`config.mk`:
```
export PLATFORM = sky130hd
export DESIGN_NAME = reg_mmr_xvote_scrub
export DESIGN_NICKNAME = d
export VERILOG_FILES = /design/src/rtl/reg_mmr_xvote_scrub.sv
export SDC_FILE = /design/constraint.sdc
export NUM_CORES = 1
export LEC_CHECK = 0
export ABC_CLOCK_PERIOD_IN_PS = 4800
export BUFFER_PORTS_ARGS = -buffer_cell sky130_fd_sc_hd__buf_2
export CORE_MARGIN = 5
export CORE_UTILIZATION = 56
export DETAILED_ROUTE_END_ITERATION = 16
export GPL_TIMING_DRIVEN = 0
export PLACE_DENSITY_LB_ADDON = 0.12
export SETUP_SLACK_MARGIN = 0.15
export SLEW_MARGIN = 5
export SYNTH_ARGS = -nofsm -noshare
export SYNTH_HDL_FRONTEND = slang
export SYNTH_SLANG_ARGS = --single-unit
export TNS_END_PERCENT = 1
```
`constraint.sdc`:
```
create_clock -name clk_i -period 4.8 [get_ports clk_i]
set_input_delay 0.96 -clock clk_i [delete_from_list [all_inputs] [get_ports clk_i]]
set_output_delay 0.96 -clock clk_i [all_outputs]
set_load 0.03 [all_outputs]
```
`src/rtl/reg_mmr_xvote_scrub.sv`:
```
// K_MMR-way redundant register with bitwise majority voting, cross-voted outputs,
// periodic scrub write-back of the vote and sticky per-copy error bookkeeping.
module reg_mmr_xvote_scrub #(
  parameter int                 K_MMR        = 3,
  parameter int                 WIDTH        = 8,
  parameter logic [WIDTH-1:0]   RESET_VALUE  = '0,
  parameter bit                 MISMATCH_EN  = 1'b1,
  parameter int                 SCRUB_PERIOD = 1,
  parameter int                 CNT_WIDTH    = 16
) (
  input  logic                            clk_i,
  input  logic                            rst_i,
  input  logic [K_MMR-1:0]                we_i,
  input  logic [K_MMR-1:0][WIDTH-1:0]     d_i,
  input  logic                            scrub_en_i,
  input  logic                            err_clr_i,
  output logic [K_MMR-1:0][WIDTH-1:0]     q_o,
  output logic                            scrub_o,
  output logic                            mismatch_o,
  output logic [K_MMR-1:0]                err_copy_o,
  output logic [CNT_WIDTH-1:0]            err_cnt_o
);

  localparam int               SC_W    = (SCRUB_PERIOD > 1) ? $clog2(SCRUB_PERIOD) : 1;
  localparam logic [SC_W-1:0]  SC_LAST = SC_W'(SCRUB_PERIOD - 1);

  function automatic logic [WIDTH-1:0] majority(input logic [K_MMR-1:0][WIDTH-1:0] c);
    logic [WIDTH-1:0] v;
    int               ones;
    v = '0;
    for (int b = 0; b < WIDTH; b++) begin
      ones = 0;
      for (int k = 0; k < K_MMR; k++) ones += int'(c[k][b]);
      v[b] = (ones > K_MMR / 2);
    end
    return v;
  endfunction

  logic [K_MMR-1:0][WIDTH-1:0] copy_q, copy_d;
  logic [SC_W-1:0]             sc_q, sc_d;
  logic                        scrub_q;
  logic [WIDTH-1:0]            scrub_vote;
  logic                        tick;

  // Scrub and error detection get their own voter, independent of the output voters.
  assign scrub_vote = majority(copy_q);
  assign tick       = scrub_en_i && (sc_q == SC_LAST);

  // NOTE: every variable driven in always_comb gets a default first, so no latch is inferred.
  always_comb begin
    sc_d   = '0;
    copy_d = copy_q;
    if (scrub_en_i && (sc_q != SC_LAST)) sc_d = sc_q + 1'b1;
    for (int k = 0; k < K_MMR; k++) begin
      if (we_i[k])   copy_d[k] = d_i[k];
      else if (tick) copy_d[k] = scrub_vote;
    end
  end

  // NOTE: state uses non-blocking assignments so all copies update from the same pre-edge values.
  // NOTE: the copies are plain flops, not a RAM, so resetting them to RESET_VALUE is legal and required.
  always_ff @(posedge clk_i or posedge rst_i) begin
    if (rst_i) begin
      copy_q  <= {K_MMR{RESET_VALUE}};
      sc_q    <= '0;
      scrub_q <= 1'b0;
    end else begin
      copy_q  <= copy_d;
      sc_q    <= sc_d;
      scrub_q <= tick;
    end
  end

  assign scrub_o = scrub_q;

  for (genvar i = 0; i < K_MMR - 2; i++) begin : g_voted_out
    logic [WIDTH-1:0] vote_w;
    assign vote_w = majority(copy_q);
    assign q_o[i] = vote_w;
  end
  assign q_o[K_MMR-2] = copy_q[K_MMR-2];
  assign q_o[K_MMR-1] = copy_q[K_MMR-1];

  if (MISMATCH_EN) begin : g_err
    logic [K_MMR-1:0]     diff;
    logic                 any;
    logic                 mm_q;
    logic [K_MMR-1:0]     errc_q, errc_d;
    logic [CNT_WIDTH-1:0] cnt_q, cnt_d;

    always_comb begin
      for (int k = 0; k < K_MMR; k++) diff[k] = (copy_q[k] != scrub_vote);
    end
    assign any = |diff;

    // A clear still records disagreements seen in the same cycle.
    always_comb begin
      errc_d = errc_q | diff;
      cnt_d  = cnt_q;
      if (err_clr_i) begin
        errc_d = diff;
        cnt_d  = any ? CNT_WIDTH'(1) : '0;
      end else if (any && (cnt_q != '1)) begin
        cnt_d = cnt_q + 1'b1;
      end
    end

    always_ff @(posedge clk_i or posedge rst_i) begin
      if (rst_i) begin
        mm_q   <= 1'b0;
        errc_q <= '0;
        cnt_q  <= '0;
      end else begin
        mm_q   <= any;
        errc_q <= errc_d;
        cnt_q  <= cnt_d;
      end
    end

    assign mismatch_o = mm_q;
    assign err_copy_o = errc_q;
    assign err_cnt_o  = cnt_q;
  end else begin : g_no_err
    assign mismatch_o = 1'b0;
    assign err_copy_o = '0;
    assign err_cnt_o  = '0;
  end

endmodule

```
# Yosys cells after proc, flatten, opt, wreduce, memory -nomap -nowiden
# Cells that the tools add are included.
[word_totals]
latch_bits = 0
register_bits = 46
mem_bits_ro = 0
mem_bits_rw = 0
out_inout_bits = 45
n_memories = 0
[op_classes]
n_addsub = 18
multipliers = 0
reduce_logical = 8
div = 0
shift = 0
n_mux = 9
order_cmp = 8
eq_ne = 4
n_bitwise = 2
[ops]
columns = ["operator", "n"]
rows = [
  ["16-bit two-way mux", 2],
  ["8-bit two-way mux", 4],
  ["2-bit by 1-bit adder with 3-bit output", 8],
  ["3-bit by 1-bit > comparator with 1-bit output, second input constant", 8],
  ["8-bit != test", 3],
  ["1-bit by 1-bit adder with 2-bit output", 8],
  ["16-bit by 1-bit adder with 16-bit output, second input constant", 1],
  ["16-bit != test, second input constant", 1],
  ["2-bit nonzero test", 4],
  ["1-bit logical AND", 3],
  ["3-bit two-way mux", 1],
  ["3-bit bitwise OR", 1],
  ["3-bit OR reduction", 1],
  ["1-bit two-way mux", 2],
  ["1-bit adder, second input constant", 1],
  ["1-bit NOT", 1],
]

# Longest topological paths before layout
# Gate-level depths: netlist of run 1.
[logic_depth]
word_depth = 8
mapped_depth = 10

# Worst setup path after synthesis of run 1
# Ideal clock, no wire load.
[synth_timing]
kind = "reg-to-reg"
from = "register copy_q (netlist bit q_o[20])"
to = "register g_err.cnt_q[1], in the netlist err_cnt_o[1]"
t_required_ns = 4.668
stages_incl_launch_ff = 11
setup_ns = 0.132
path_slack_ns = 2.533
synth_period_minus_slack_ns = 2.267
arrival_ns = 2.135
path_cell_list = "dfrtp_1 -> ha_1 -> a21oi_4 -> xnor2_1 -> nor4_1 -> nand2_1 -> o31ai_2 -> buf_4 -> buf_8 -> mux2i_1 -> nor2_1"
[synth_between]
elab_chain_cells = 6
word_cells_on_any_way = 8
cone_classes = "add/sub: 1; order compare: 1; eq/ne: 3; reduce/logical: 3"
[synth_lines]
columns = ["element", "line", "source"]
rows = [
  ["start, declared", "39", "logic [K_MMR-1:0][WIDTH-1:0] copy_q, copy_d;"],
  ["start signal, assigned", "64", "copy_q <= {K_MMR{RESET_VALUE}};"],
  ["start signal, assigned", "68", "copy_q <= copy_d;"],
  ["2-bit by 1-bit adder with 3-bit output", "33", "for (int k = 0; k < K_MMR; k++) ones += int'(c[k][b]);"],
  ["3-bit by 1-bit > comparator with 1-bit output", "34", "v[b] = (ones > K_MMR / 2);"],
  ["8-bit != test", "92", "for (int k = 0; k < K_MMR; k++) diff[k] = (copy_q[k] != scrub_vote);"],
  ["3-bit OR reduction (*)", "94", "assign any = |diff;"],
  ["1-bit logical AND (*)", "103", "end else if (any && (cnt_q != '1)) begin"],
  ["2-bit nonzero test (no line) (*)", "-", ""],
  ["end signal, assigned", "116", "cnt_q <= cnt_d;"],
  ["end, declared", "89", "logic [CNT_WIDTH-1:0] cnt_q, cnt_d;"],
]
# Every way passes the cells marked *; elsewhere a longest branch is shown, timed or not.
# A chain may end at the register's enable or synchronous reset.

# Worst setup path after layout of run 1
[layout_timing]
from = "register copy_q (netlist bit q_o[21])"
to = "register g_err.cnt_q[1], in the netlist err_cnt_o[1]"
# The elaborated chain is that of the path after synthesis.

==> results of run 1 <==
[registers in the layout, indices dropped and copies added (netlist names)]
name	flops
err_cnt_o	16
q_o	16
copy_q	8
err_copy_o	3
mismatch_o	1
sc_q	1
scrub_o	1
[how the worst max path moves through the flow]
stage | startpoint | end | depth (start not counted)
after floorplan | q_o[20]$_DFFE_PP0P_ | err_cnt_o[1]$_DFFE_PP0P_ | 10
after global placement | rst_i | err_cnt_o[13]$_DFFE_PP0P_ | 2
after detailed placement | q_o[21]$_DFFE_PP0P_ | err_cnt_o[1]$_DFFE_PP0P_ | 10
after CTS | q_o[21]$_DFFE_PP0P_ | err_cnt_o[1]$_DFFE_PP0P_ | 10
after global routing | q_o[21]$_DFFE_PP0P_ | err_cnt_o[1]$_DFFE_PP0P_ | 10
final | q_o[21]$_DFFE_PP0P_ | err_cnt_o[1]$_DFFE_PP0P_ | 10
[power by group through the flow]
stage / Sequential (W) / Combinational, W / Clock [W]
2_1_floorplan: 0.000455 / 0.000237 / 0
3_3_place_gp: 0.000455 / 0.000320 / 0
3_5_place_dp: 0.000456 / 0.000327 / 0
4_1_cts: 0.000449 / 0.000329 / 0.000294
5_1_grt: 0.000454 / 0.000359 / 0.000313
6_report: 0.000449 / 0.000327 / 0.000291
[metal layers]
layer	track usage [%]	share of wire (%)	vias to the layer above
met3	4.762	6.7	11
met1	26.82	41	1175
met2	42.42	51	77
met4	6.873	1.6	0
met5	0	0	-
li1	-	-	1225
[final cells by class]
cell class | count | share of cell area, %
Inverter | 20 | 2.302
Clock buffer | 5 | 2.111
Clock inverter | 3 | 1.228
Multi-Input combinational cell | 213 | 39.41
Timing Repair Buffer | 76 | 12.13
Tap cell | 54 | 2.072
Sequential cell | 46 | 35.30
Buffer | 27 | 5.449
[synth_stat cells, types with 2 or more instances]
| cell type | n |
|---|---|
| buf_1 | 3 |
| or3_1 | 8 |
| a21oi_2 | 6 |
| a21oi_4 | 2 |
| and3_1 | 2 |
| nor3_1 | 3 |
| nor2_1 | 9 |
| o21a_1 | 3 |
| buf_4 | 17 |
| a21oi_1 | 13 |
| o31ai_1 | 4 |
| xnor2_1 | 16 |
| inv_1 | 20 |
| nand2b_1 | 3 |
| nand2_1 | 38 |
| dfrtp_1 | 46 |
| o21ai_0 | 48 |
| ha_1 | 9 |
| a21o_1 | 3 |
| clkbuf_1 | 5 |
| nand4_1 | 4 |
| o22ai_1 | 2 |
| o21ai_1 | 9 |
| a22oi_1 | 2 |
| nor3b_1 | 2 |
| or4_1 | 4 |
| nor4_1 | 5 |
| nand3_1 | 9 |
[stage by stage]
stage | area [um2] | utilization, % | hold WS (ns)
5_1_grt | 3261 | 69.49 | 0.5310
4_1_cts | 3261 | 69.49 | 0.5001
3_3_place_gp | 3132 | 66.75 | 0.4791
3_5_place_dp | 3152 | 67.17 | 0.4791
6_report | 3261 | 69.49 | 0.4984
2_1_floorplan | 2689 | - | 0.5899
[cell usage in the layout (no fill, tap or decap), drive strengths merged, types with 5 or more instances in the layout]
| cell type | count |
|---|---|
| a21oi | 21 |
| buf | 98 |
| clkbuf | 10 |
| dfrtp | 46 |
| ha | 9 |
| inv | 20 |
| nand2 | 38 |
| nand3 | 9 |
| nor2 | 9 |
| nor4 | 5 |
| o21ai | 57 |
| o31ai | 5 |
| or3 | 8 |
| xnor2 | 16 |
[worst register-to-register path, cell delays in order (launching register included)]
cell and delay (ns):
dfrtp_1 0.45, ha_1 0.34, a21oi_2 0.28, xnor2_1 0.10, nor4_1 0.28, nand2_1 0.19
o31ai_2 0.24, buf_4 0.22, buf_8 0.15, mux2i_1 0.18, nor2_1 0.05
[cells by family after synthesis]
logic type | Yosys count | synth area share (%)
AO/OA/AOI/OAI | 97 | 21.73
XOR/XNOR | 16 | 5.212
adder cells (fa/ha/maj) | 9 | 4.188
buffers and inverters | 47 | 9.399
flip-flops | 46 | 42.81
multiplexers | 1 | 0.3723
other | 1 | 0.1395
AND/OR/NAND/NOR | 89 | 16.15
==> metrics.md, run 1 <==
| Metric | Value |
|---|---|
| Sw Share | `about a third` |
| 1st-pass router iterations | `4` |
| Pleak | `approximately 1.5 nW` |
| Int Pwr | `roughly 0.00070 W` |
| Core area | `approximately 4700 um2` |
| Crit-path max cell delay | `about 0.45 ns` |
| Synthesis Warnings | `0` |
| Routed WL | `slightly below 7 mm` |
| CP cell instances | `ha_1, a21oi_2, xnor2_1, nor4_1, nand2_1, o31ai_2, buf_4, buf_8, mux2i_1, nor2_1` |
| Cell taking the most area after synthesis | `dfrtp_1` |
| Yosys cell types | `39` |
| Filler cell count | `roughly 410` |
| Fin. max-slew vios | `0` |
| Clk pwr share | `a little over a quarter` |
| Pre-CTS setup slack | `approximately 2.2 ns` |
| Final Cycle Share | `54.12%` |
| Num CTS Buffers | `5` |
| Worst min-delay path class | `flop to flop` |
| Top FF cell, synth | `dfrtp_1` |
| R2R setup slack | `roughly 2.2 ns` |
| Hold Vio Cnt, Final | `0` |
| Detailed Place HPWL | `~5 mm` |
| RSZ-0062 raised after global routing | `false` |
| Num Clock Sinks | `46` |
| Max frequency | `384.9 MHz` |
| DR vias | `2488` |
| DR WL/cell | `between 15 and 20 um` |
| Share of power burned in registers | `a little over two fifths` |
| Crit path buffers/inverters | `2` |
| Worst Hold Endpoint | `err_copy_o[0]$_DFF_PP0_` |
| Initial core utilization | `~57%` |
| Syn avg cell area | `8.787 um2` |
| Ranking of synthesized cells by area | `dfrtp_1, o21ai_0, nand2_1, xnor2_1, buf_4` |
| Slew Limit Headroom | `60.69%` |
| Chip width | `slightly below 80 um` |
| Nets@finish | `about 430` |
| Antenna viol nets, final | `0` |
| GPL Wtd Cong | `0.8396` |
| Die height | `just under 80 um` |
| TritonCTS clock tree | `done` |
| Setup TNS | `0 ns` |
| Max-cap violations | `0` |
| First-pass GRT wire length | `11.42 mm` |
| Least-Margin Pin Slew | `0.5897 ns` |
| Startpoint Class | `flop` |
| DP Cell Count | `436` |
| Layout Cells excl Fill | `~440` |
| Number of diodes | `0` |
| Comb pwr share | `slightly above 30%` |
| Via density | `5.604` |
| Crit path DAT | `about 2.8 ns` |
| Synth Cell Area | `2689 um2` |
| R2R depth | `10` |
| Area of the multi-input gates | `1285 um2` |
| Part of the Yosys area used for sequential elements | `42.81%` |
| Required @ worst endpoint | `between 4 and 5 ns` |
| FF-to-FF End | `err_cnt_o[1]$_DFFE_PP0P_` |
| Post-CTS Setup Bufs | `0` |
| Cts repair resizes | `0` |
| Clock transition at path regs | `~0.09 ns` |
| Top delay family on crit path | `compound AO/OA/AOI/OAI gates` |
| CP max FO | `10` |
| FF/Latch Area | `about 1200 um2` |
| Drt initial violations | `98` |
| Synthesized flop and latch total | `46` |
| Top cell type's share of synthesized area | `between 40% and 50%` |
| Drt drc | `0` |
| Die area | `6287 um2` |
| Maximum vdd drop | `approximately 0.18 mV` |
| Clock tree root driver cell | `clkbuf_8` |
| CP Class | `flop to flop` |
| Syn Nets | `346` |
| Vias in the first global route | `2472` |
| IO Pins | `76` |
| Largest net degree at the start of global routing | `27` |
| Initial antenna violation count | `0` |
| Final setup margin | `~2.2 ns` |
| Post-synth ARST share | `100.0%` |
| P per Cell Area | `327.2 nW/um2` |
| CP Capture Type | `flop` |
| Number of synthesized flops with an enable pin | `0` |
| Max clock buf depth | `2` |
| Hold Startpoint | `err_copy_o[0]$_DFF_PP0_` |
| Fraction of layout cells with a size suffix above 1 | `between 20% and 30%` |
| Setup Skew | `roughly 0.0094 ns` |
| H-Tree Depth | `2` |
| Gr ovfl total | `0` |
| Setup-failing EPs final | `0` |
| Worst path slowest cell | `dfrtp_1` |
| P&R area growth vs syn | `21.27%` |
| Status | `finished clean` |
| CTS Hold Buffers Added | `0` |
| Worst r2r src | `q_o[21]$_DFFE_PP0P_` |
| Psw | `roughly 0.00037 W` |
| Clk_lat worst skew | `0.30 ns` |
| Overall Power | `0.001067 W` |
| GRT Resource Usage Total | `23.08%` |
| FP Rows | `25` |
| Syn Inst Count | `306` |
| IO Port Bufs | `75` |
| Crit path time final | `around 2.6 ns` |
| Hold Path Depth | `1` |
(Power assumes the default switching activity.)
==> run 2: changes to the inputs <==
--- a/config.mk
+++ b/config.mk
@@ -5,10 +5,11 @@
 export SDC_FILE = /design/constraint.sdc
 export NUM_CORES = 1
 export LEC_CHECK = 0
-export ABC_CLOCK_PERIOD_IN_PS = 4800
+export ABC_AREA = 1
+export ABC_CLOCK_PERIOD_IN_PS = 2600
 export BUFFER_PORTS_ARGS = -buffer_cell sky130_fd_sc_hd__buf_2
 export CORE_MARGIN = 5
-export CORE_UTILIZATION = 56
+export CORE_UTILIZATION = 54
 export DETAILED_ROUTE_END_ITERATION = 16
 export GPL_TIMING_DRIVEN = 0
 export PLACE_DENSITY_LB_ADDON = 0.12
==> constraint.sdc (replaced) <==
create_clock -name clk_i -period 2.6 [get_ports clk_i]
set_input_delay 0.52 -clock clk_i [delete_from_list [all_inputs] [get_ports clk_i]]
set_output_delay 0.52 -clock clk_i [all_outputs]
set_load 0.03 [all_outputs]
==> run 2 against run 1 <==
- global-route usage up 0.054 points
- cell count grew 36%
- worst setup slack got worse by 1.8 ns
- clock power rose by 89%
- highest routed layer unchanged
- largest power group unchanged
- non-clock buffer count down 3
- sequential share of layout area is 4.3 points lower
- power rose by 89%
- count of clock-buffer cells in the layout up 1
==> metrics.md, run 2 <==
| Metric | Value |
|---|---|
| Commonest cells after routing, fill and taps aside | `nand2_1, buf_2, nand3_1` |
| Fraction of layout cells with a size suffix above 1 | `approximately a quarter` |
| 1st-pass router iterations | `5` |
| Nets@finish | `between 500 and 600` |
| Syn avg cell area | `6.973 um2` |
| Most common cell in the netlist | `nand2_1` |
| Final Cycle Share | `86.25%` |
| First-pass GRT wire length | `between 10 and 15 mm` |
| Hold Vio Cnt, Final | `0` |
| Worst min-delay path class | `input pin to asynchronous set/reset pin` |
| CTS Hold Buffers Added | `0` |
| Ranking of synthesized cells by area | `dfrtp_1, nand2_1, nand3_1, nor2_1, inv_1` |
| CP Class | `flop to flop` |
| Fin. max-slew vios | `0` |
| Pleak | `around 2 nW` |
| Synthesis Warnings | `0` |
| P&R area growth vs syn | `19.27%` |
| Top FF cell, synth | `dfrtp_1` |
| Max-cap violations | `0` |
| Post-synth ARST share | `between 90% and 100%` |
| GRT Resource Usage Total | `between 20 and 25%` |
| Setup Skew | `around 0.011 ns` |
| Max clock buf depth | `2` |
| Vias in the first global route | `approximately 2.9k` |
| Least-Margin Pin Slew | `around 0.76 ns` |
| Core area | `~5600 um2` |
| Cell taking the most area after synthesis | `dfrtp_1` |
| CP cell instances | `ha_1, nand2_1, nand2_2, nand2_1, nand2_1, nor2_1, nand2_1, nor2_2, nand3_4, nand2_4, nand2_2, buf_6, nand2_1, nand2_1` |
| Required @ worst endpoint | `between 2 and 3 ns` |
| Filler cell count | `~500` |
| Num Clock Sinks | `between 40 and 50` |
| H-Tree Depth | `2` |
| DP Cell Count | `a little under 600` |
| Initial antenna violation count | `0` |
| Part of the Yosys area used for sequential elements | `between 30% and 40%` |
| Setup-failing EPs final | `0` |
| Number of synthesized flops with an enable pin | `0` |
| Crit path time final | `between 2 and 2.5 ns` |
| DR WL/cell | `about 13 um` |
| Synth Cell Area | `3117 um2` |
| Gr ovfl total | `0` |
| Largest net degree at the start of global routing | `37` |
| Antenna viol nets, final | `0` |
| Detailed Place HPWL | `approximately 6 mm` |
| Worst r2r src | `q_o[18]$_DFFE_PP0P_` |
| Most common cell after layout, fill and taps aside | `nand2_1` |
| Chip width | `approximately 86 um` |
| Syn Inst Count | `about 450` |
| Worst path slowest cell | `dfrtp_1` |
| Drt drc | `0` |
| Maximum vdd drop | `0.3948 mV` |
| Utilization after layout | `66.69%` |
| Clock transition at path regs | `~0.10 ns` |
| Syn Nets | `~500` |
| FP Rows | `27` |
| TritonCTS clock tree | `done` |
| CP Capture Type | `flop` |
| DR vias | `roughly 3.1k` |
| Setup TNS | `0 ns` |
| GPL Wtd Cong | `around 0.9` |
| Commonest cells in the netlist | `nand2_1, nand3_1, dfrtp_1, nor2_1, inv_1` |
| Via density | `approximately 5.1` |
| Most numerous cell on the critical path | `nand2_1` |
| Synthesized flop and latch total | `46` |
| Number of diodes | `0` |
| Yosys cell types | `30` |
| Crit-path max cell delay | `0.45 ns` |
| Initial core utilization | `between 50% and 60%` |
| Max frequency | `about 450 MHz` |
| Drt initial violations | `between 100 and 150` |
| Clock tree root driver cell | `clkbuf_8` |
| CP max FO | `10` |
| Num CTS Buffers | `5` |
| Routed WL | `between 8 and 9 mm` |
| Crit path DAT | `2.45 ns` |
| Clk_lat worst skew | `about 0.32 ns` |
| IO Port Bufs | `72` |
| P per Cell Area | `between 500 and 600 nW/um2` |
| Slew Limit Headroom | `roughly 49%` |
| Startpoint Class | `flop` |
| Top cell type's share of synthesized area | `36.93%` |
| Status | `finished clean` |
| Die height | `85.97 um` |
| RSZ-0062 raised after global routing | `false` |
| Layout Cells excl Fill | `between 600 and 700` |
| IO Pins | `76` |
| Crit path from | `q_o[18]$_DFFE_PP0P_` |
| Die area | `around 7400 um2` |
[run 2: changes by cell type after synthesis, moves of 11 or more]
cell	previous run	this run
inv_1	20	37
nand2_1	38	165
nand2_2	0	14
nand3_1	9	65
nor2_1	9	39
o21ai_0	48	3
xnor2_1	16	1
xor2_1	0	11
[run 2: logic make-up after synthesis]
group	synth area share, %
simple gates	44.52
buf+inv	10.32
flops	36.93
xor+xnor	3.372
fa+ha+maj	3.613
compound gates	1.124
other cells	0.1203
[run 2: through the flow]
| step | instance area, um2 | hold WS (ns) | worst slack [ns] | power (W) |
|---|---|---|---|---|
| finish | 3717 | 0.1194 | 0.3575 | 0.002017 |
| global route | 3717 | 0.1343 | 0.1537 | 0.002146 |
| CTS | 3697 | 0.1342 | 0.3444 | 0.002016 |
| detailed placement | 3587 | 0.4643 | 0.3623 | 0.001472 |
| global placement | 3567 | 0.4554 | 0.3310 | 0.001450 |
| floorplan | 3117 | 0.4206 | 0.5638 | 0.001300 |
[run 2: path summary, 6_finish.rpt]
path	end	slack [ns]	cells past startpoint
setup reg to reg	err_cnt_o[9]$_DFFE_PP0P_	0.36	14
hold reg to reg	scrub_o$_DFF_PP0_	0.48	1
min in group clk_i	q_o[18]$_DFFE_PP0P_	0.41	3
setup / recovery	err_cnt_o[9]$_DFFE_PP0P_	0.36	14
max in group asynchronous	q_o[22]$_DFFE_PP0P_	1.99	3
hold / removal	err_cnt_o[8]$_DFFE_PP0P_	0.12	2
[run 2: what timing repair did]
item | in CTS | in global routing
setup buffers | 0 | 2
endpoints found under the setup margin | 0 | 11
gates resized for setup | 0 | 1
[run 2: cell type report]
type,count,area (um2),area share [%]
multi-input combinational,336,1649,44.36
sequential,46,1151,30.97
timing repair buffer,75,395.4,10.64
buffer,25,170.2,4.578
inverter,40,151.4,4.073
tap,72,90.09,2.423
clock buffer,6,72.57,1.952
clock inverter,2,37.54,1.010
[run 2: metal layers]
metal	up-vias	part of all wire (%)	wire length, um	global-route usage, %
li1	1556	-	-	-
met1	1403	45	3621	32.15
met2	106	46	3670	36.23
met3	13	7.8	631	4.515
met4	0	1.6	127	7.338
met5	-	0	0	0
[run 2: power breakdown]
| part | leakage (nW) | switching [W] | internal, W | total, W |
|---|---|---|---|---|
| sequential | 0.573 | 0.0000612 | 0.000765 | 0.000826 |
| clock | 0.0514 | 0.000264 | 0.000287 | 0.000551 |
| combinational | 1.43 | 0.000416 | 0.000224 | 0.000640 |
[run 2: critical path: cells and delay by family, from the launching register on]
kind | cells | cell delay, ns
adder cells (fa/ha/maj) | 1 | 0.33
flip-flops | 1 | 0.45
AND/OR/NAND/NOR | 12 | 1.20
buffers and inverters | 1 | 0.15
